--- config.mk ---
export PLATFORM = sky130hd
export DESIGN_NAME = spi_arbiter
export DESIGN_NICKNAME = d
export VERILOG_FILES = /design/src/rtl/spi_pkg.sv /design/src/rtl/spi_rr_pick.sv /design/src/rtl/spi_arbiter.sv
export SDC_FILE = /design/constraint.sdc
export NUM_CORES = 1
export LEC_CHECK = 0
export CORE_ASPECT_RATIO = 1.5
export CORE_UTILIZATION = 37
export CTS_BUF_LIST = sky130_fd_sc_hd__clkbuf_16
export CTS_CLUSTER_DIAMETER = 80
export DETAILED_ROUTE_END_ITERATION = 7
export PLACE_DENSITY = 0.86
export SYNTH_ARGS = -nofsm -noshare
export SYNTH_HDL_FRONTEND = slang
export SYNTH_HIERARCHICAL = 1
export SYNTH_SLANG_ARGS = --single-unit
--- constraint.sdc ---
create_clock -name clk -period 1.8 [get_ports clk]
set_clock_uncertainty 0.05 [all_clocks]
set_input_delay 0.18 -clock clk [delete_from_list [all_inputs] [get_ports clk]]
set_output_delay 0.18 -clock clk [all_outputs]
set_load 0.05 [all_outputs]
--- src/rtl/spi_pkg.sv ---
// Shared types and width helpers for the SPI client arbiter.
package spi_pkg;

    // Arbiter FSM states: waiting for a request, frame open awaiting a byte,
    // byte shifting in the master, and the chip-select recovery gap.
    typedef enum logic [1:0] {
        ST_IDLE = 2'd0,
        ST_HOLD = 2'd1,
        ST_BUSY = 2'd2,
        ST_GAP  = 2'd3
    } spi_arb_state_t;

    // Bits needed to index n items; never less than one bit.
    function automatic int unsigned idx_w(input int unsigned n);
        return (n <= 1) ? 1 : $clog2(n);
    endfunction

endpackage

--- src/rtl/spi_rr_pick.sv ---
// Combinational round-robin picker: lowest requesting index at or above
// ptr_i, wrapping back to index 0.
module spi_rr_pick
    import spi_pkg::*;
#(
    parameter int N_REQ = 4,
    localparam int IW = idx_w(N_REQ)
) (
    input  logic [N_REQ-1:0] req_i,
    input  logic [IW-1:0]    ptr_i,
    output logic [IW-1:0]    grant_o,
    output logic             any_o
);

    logic [IW-1:0] idx;

    // Scan offsets from the far end so the smallest offset from ptr_i wins.
    always_comb begin
        grant_o = '0;
        any_o   = 1'b0;
        idx     = '0;
        for (int k = N_REQ - 1; k >= 0; k--) begin
            idx = IW'((int'(ptr_i) + k) % N_REQ);
            if (req_i[idx]) begin
                grant_o = idx;
                any_o   = 1'b1;
            end
        end
    end

endmodule

--- src/rtl/spi_arbiter.sv ---
// Round-robin sequencer that shares one SPI shift engine between N_REQ
// clients, holding the grant and chip-select for a whole multi-byte frame.
//
// Handshakes: a client byte moves when c_valid[i] & c_ready[i] are both high
// on a rising clock edge; c_ready only rises for the granted client while the
// frame is open and the master is not busy. m_start, c_rx_valid and m_done
// are single-cycle pulses with their data valid in the same cycle.
module spi_arbiter
    import spi_pkg::*;
#(
    parameter int N_REQ  = 4,
    parameter int DATA_W = 8,
    parameter int CS_GAP = 2
) (
    input  logic                      clk,
    input  logic                      rst_n,
    input  logic [N_REQ-1:0]          c_valid,
    input  logic [N_REQ-1:0]          c_last,
    input  logic [N_REQ*DATA_W-1:0]   c_tx_data,
    output logic [N_REQ-1:0]          c_ready,
    output logic [N_REQ-1:0]          c_rx_valid,
    output logic [DATA_W-1:0]         c_rx_data,
    output logic [N_REQ-1:0]          cs_n,
    output logic                      m_start,
    output logic [DATA_W-1:0]         m_tx_data,
    input  logic                      m_busy,
    input  logic                      m_done,
    input  logic [DATA_W-1:0]         m_rx_data,
    output spi_arb_state_t            dbg_state_o
);

    localparam int GW = idx_w(N_REQ);
    localparam int CW = idx_w(CS_GAP + 1);

    spi_arb_state_t      state_q, state_d;
    logic [GW-1:0]       grant_q, grant_d;
    logic [GW-1:0]       ptr_q, ptr_d;
    logic                last_q, last_d;
    logic [CW-1:0]       cnt_q, cnt_d;
    logic [N_REQ-1:0]    cs_n_q, cs_n_d;
    logic                m_start_q, m_start_d;
    logic [DATA_W-1:0]   m_tx_data_q, m_tx_data_d;
    logic [N_REQ-1:0]    rx_valid_q, rx_valid_d;
    logic [DATA_W-1:0]   rx_data_q, rx_data_d;

    logic [GW-1:0]       pick_grant;
    logic                pick_any;
    logic [N_REQ-1:0]    gnt_oh;
    logic [DATA_W-1:0]   tx_sel;
    logic [GW-1:0]       ptr_next;
    logic                hs;

    spi_rr_pick #(
        .N_REQ (N_REQ)
    ) u_pick (
        .req_i   (c_valid),
        .ptr_i   (ptr_q),
        .grant_o (pick_grant),
        .any_o   (pick_any)
    );

    assign gnt_oh   = N_REQ'(1) << grant_q;
    assign tx_sel   = c_tx_data[grant_q*DATA_W +: DATA_W];
    assign ptr_next = (grant_q == GW'(N_REQ - 1)) ? '0 : grant_q + GW'(1);
    // Only the master's busy flag is allowed a combinational path to c_ready.
    assign hs       = (state_q == ST_HOLD) && c_valid[grant_q] && !m_busy;
    assign c_ready  = ((state_q == ST_HOLD) && !m_busy) ? gnt_oh : '0;

    assign cs_n        = cs_n_q;
    assign m_start     = m_start_q;
    assign m_tx_data   = m_tx_data_q;
    assign c_rx_valid  = rx_valid_q;
    assign c_rx_data   = rx_data_q;
    assign dbg_state_o = state_q;

    // Next-state and registered-output logic for the frame sequencer.
    always_comb begin
        state_d     = state_q;
        grant_d     = grant_q;
        ptr_d       = ptr_q;
        last_d      = last_q;
        cnt_d       = cnt_q;
        cs_n_d      = cs_n_q;
        m_start_d   = 1'b0;
        m_tx_data_d = m_tx_data_q;
        rx_valid_d  = '0;
        rx_data_d   = rx_data_q;
        case (state_q)
            ST_IDLE: begin
                if (pick_any) begin
                    grant_d = pick_grant;
                    cs_n_d  = ~(N_REQ'(1) << pick_grant);
                    state_d = ST_HOLD;
                end
            end
            ST_HOLD: begin
                if (hs) begin
                    m_tx_data_d = tx_sel;
                    last_d      = c_last[grant_q];
                    m_start_d   = 1'b1;
                    state_d     = ST_BUSY;
                end
            end
            ST_BUSY: begin
                if (m_done) begin
                    rx_data_d  = m_rx_data;
                    rx_valid_d = gnt_oh;
                    if (last_q) begin
                        cs_n_d = '1;
                        ptr_d  = ptr_next;
                        if (CS_GAP == 0) begin
                            state_d = ST_IDLE;
                        end else begin
                            state_d = ST_GAP;
                            cnt_d   = CW'(CS_GAP);
                        end
                    end else begin
                        state_d = ST_HOLD;
                    end
                end
            end
            ST_GAP: begin
                // The gap spans exactly CS_GAP cycles including its first.
                cnt_d = cnt_q - CW'(1);
                if (cnt_q <= CW'(1)) begin
                    state_d = ST_IDLE;
                end
            end
            default: begin
                state_d = ST_IDLE;
                cs_n_d  = '1;
            end
        endcase
    end

    // State and output registers; reset drops every chip-select at once.
    always_ff @(posedge clk or negedge rst_n) begin
        if (!rst_n) begin
            state_q     <= ST_IDLE;
            grant_q     <= '0;
            ptr_q       <= '0;
            last_q      <= 1'b0;
            cnt_q       <= '0;
            cs_n_q      <= '1;
            m_start_q   <= 1'b0;
            m_tx_data_q <= '0;
            rx_valid_q  <= '0;
            rx_data_q   <= '0;
        end else begin
            state_q     <= state_d;
            grant_q     <= grant_d;
            ptr_q       <= ptr_d;
            last_q      <= last_d;
            cnt_q       <= cnt_d;
            cs_n_q      <= cs_n_d;
            m_start_q   <= m_start_d;
            m_tx_data_q <= m_tx_data_d;
            rx_valid_q  <= rx_valid_d;
            rx_data_q   <= rx_data_d;
        end
    end

endmodule

==> run metrics <==
count of endpoints failing hold in the final timing report=0; clock slew at the register clock pins of the worst setup and hold paths=0.05 ns; number of top-level design ports=83; end of the worst hold path=m_tx_data[7]$_DFFE_PN0P_; netlist area before placement=1770 sq um; share of cells above drive strength 1=0.274; destination of the worst register-to-register timing path=m_tx_data[7]$_DFFE_PN0P_; ant diodes=0; post-layout net count=282; final number of max-transition violations=0; number of buffers added for setup after CTS=0; Leakage Power=1.23 nW; Die Ht=86.6 um; post-detailed-routing wire length=4.43 mm; flop-to-flop setup slack=0.11 ns; startpoint kind of the worst setup timing path=flip-flop; H-Tree Depth=2; maximum number of pins on one net before global-route repair=35; most frequent cell after synthesis=sky130_fd_sc_hd__dfrtp_1; number of nets produced by synthesis=187; drt first-iter violations=33; final RePlAce weighted congestion=0.880; initial cell density of the core=0.389; area added between synthesis and finish=62.9%; number of flops mapped to enable cells by yosys=0; measured slew at the worst slew-check pin=0.736 ns; part of the cycle the worst path needs=0.961; top post-synthesis cells by count=sky130_fd_sc_hd__dfrtp_1, sky130_fd_sc_hd__mux2_2, sky130_fd_sc_hd__mux4_2; Post-DP HPWL=3.43 mm; unrepaired setup endpoints after global routing=false; non-filler instance count after layout=290; register bit count reported by yosys=34; final setup violation count=0; clock root buffer=sky130_fd_sc_hd__clkbuf_16; source of the worst register-to-register timing path=grant_q[0]$_DFFE_PN0P_; min-delay worst type=flip-flop to flip-flop; DP Worst Slack=-0.0979 ns; core region area=4540 sq um; R2R cell count=3; worst-case hold slack=0.437 ns; Slew Limit Headroom=0.509; clock latency reported for the late side of the worst-skew pair=0.27 ns; Remaining DRCs=0; via count=1431; via/cell ratio=4.93; remaining global-route overflow=0; Yosys warning count=6; total global routing track utilization=0.187; total clock buffers created by CTS=5; number of search-and-repair iterations in the first detailed-routing pass=4; biggest area contributors in the synthesized netlist=sky130_fd_sc_hd__dfrtp_1, sky130_fd_sc_hd__mux4_2, sky130_fd_sc_hd__mux2_2; Most used DFF post-synth=sky130_fd_sc_hd__dfrtp_1; final standard cell utilization of the core=0.633; number of library cell types mapped by synthesis=34; number of nets with antenna violations after routing=0; CTS Sinks=34; type of destination of the critical path=output port; detail-routed net length per standard cell=15.3 um; Min-Delay Startpoint=m_tx_data[7]$_DFFE_PN0P_; initial antenna violation count=0; Syn Inst Count=130; required time of the critical path=1.57 ns; status=finished, final reports clean; clock tree from TritonCTS=done; Critical Path AT=1.50 ns; Max clock buf depth=2; share of the synthesized area in the top cell type=0.425; pwr dens=1710 nW/um^2; vias in the first global route=1545; share of synthesized flip-flops with an asynchronous set or reset=1.00; Die Footprint=5060 sq um; chip width=58.4 um; first-pass GRT wire length=6.96 mm; FMAX=578 MHz; Rows=30; Post-Place Cells=281; final critical path time including I/O delays and setup=1.73 ns; crit path setup slack, layout=0.0698 ns; max capacitance violation total=0; Max rail drop VDD=0.000908 V; Seq/Total Area, Yosys=0.485; Critical Path Fanout Max=12; count of input and output buffers=82; crit path kind=flip-flop to output port; Syn Area/Cell=13.6 sq um; area leader, netlist=sky130_fd_sc_hd__dfrtp_1; WHS Path Cells=1
==> sequential cells by signal, indices dropped and copies added, names as in the netlist <==
name / count
grant_q: 2
c_rx_data: 8
m_start: 1
ptr_q: 2
cs_n: 4
c_rx_valid: 4
last_q: 1
m_tx_data: 8
cnt_q: 2
dbg_state_o: 2
==> kinds of logic after synthesis <==
logic type | share of synthesized area
buf+inv | 0.0248
compound gates | 0.0624
simple gates | 0.116
mux | 0.277
fa+ha+maj | 0.0354
flops | 0.485
==> power by group <==
group	switching, W	internal, W	leakage (nW)
Clock	0.000293	0.000497	0.0663
Combinational	0.00156	0.00123	0.751
Sequential	0.000233	0.00111	0.410
==> worst max-delay path by stage <==
| stage | startpoint | to | cells past startpoint |
|---|---|---|---|
| floorplan | dbg_state_o[1]$_DFFE_PN0P_ | c_rx_data[0]$_DFFE_PN0P_ | 4 |
| global placement | c_valid[1] | last_q$_DFFE_PN0P_ | 4 |
| detailed placement | c_valid[1] | m_tx_data[7]$_DFFE_PN0P_ | 4 |
| CTS | grant_q[0]$_DFFE_PN0P_ | c_ready[2] | 5 |
| global route | grant_q[1]$_DFFE_PN0P_ | c_ready[1] | 5 |
| finish | grant_q[1]$_DFFE_PN0P_ | c_ready[0] | 5 |
==> metrics by stage <==
step           TNS [ns]  power (W)  cell area, sq um
2_1_floorplan         0    0.00320              1770
4_1_cts               0    0.00496              2870
5_1_grt               0    0.00517              2880
3_5_place_dp     -0.786    0.00414              2730
3_3_place_gp     -0.363    0.00405              2730
6_report              0    0.00492              2880
==> layout by cell type (no fill, tap or decap), types with 2 or more instances in the layout <==
cell	n
sky130_fd_sc_hd__clkdlybuf4s50_1	71
sky130_fd_sc_hd__dfrtp_1	29
sky130_fd_sc_hd__buf_4	17
sky130_fd_sc_hd__mux2_2	10
sky130_fd_sc_hd__mux4_2	9
sky130_fd_sc_hd__nor2_1	7
sky130_fd_sc_hd__nand2_1	7
sky130_fd_sc_hd__mux2_4	7
sky130_fd_sc_hd__ha_1	5
sky130_fd_sc_hd__clkbuf_16	5
sky130_fd_sc_hd__and2_1	4
sky130_fd_sc_hd__and3_1	4
sky130_fd_sc_hd__a21oi_1	4
sky130_fd_sc_hd__nand2b_1	4
sky130_fd_sc_hd__dfstp_2	4
sky130_fd_sc_hd__nor3b_1	3
sky130_fd_sc_hd__clkinv_1	3
sky130_fd_sc_hd__buf_12	3
sky130_fd_sc_hd__inv_1	2
sky130_fd_sc_hd__and3b_1	2
sky130_fd_sc_hd__mux2i_1	2
sky130_fd_sc_hd__nand3_1	2
sky130_fd_sc_hd__o22a_1	2
sky130_fd_sc_hd__o21ai_0	2
sky130_fd_sc_hd__mux2_1	2
==> layer usage <==
metal  track usage  routed length [um]  part of all wire  vias to the layer above
met1         0.196                1590              0.36                      708
met5             0                   0                 0                        -
met3        0.0478                 255             0.058                        4
met4        0.0584                  30            0.0068                        0
met2         0.354                2560              0.58                       53
li1              -                   -                 -                      666
==> repair_timing <==
action / CTS / global route
endpoints found under the hold margin: 30 / 0
resized for setup: 0 / 2
hold buffers: 1 / 0
endpoints found under the setup margin: 0 / 1
==> worst max-delay path: stages (launching register included) <==
cell and delay [ns]:
sky130_fd_sc_hd__dfrtp_1 0.38, sky130_fd_sc_hd__buf_4 0.22, sky130_fd_sc_hd__inv_1 0.10, sky130_fd_sc_hd__ha_1 0.19, sky130_fd_sc_hd__and3_1 0.14, sky130_fd_sc_hd__buf_4 0.18
==> final cells by class <==
| cell class | count | area, sq um |
|---|---|---|
| clock buffers | 5 | 125 |
| multi-input cells | 87 | 866 |
| well taps | 64 | 80.1 |
| inverters | 3 | 11.3 |
| flip-flops and latches | 34 | 857 |
| clock inverters | 3 | 11.3 |
| fillers | 351 | 1670 |
| repair buffers | 94 | 925 |
Note: power is estimated with default switching activity, not from simulation.
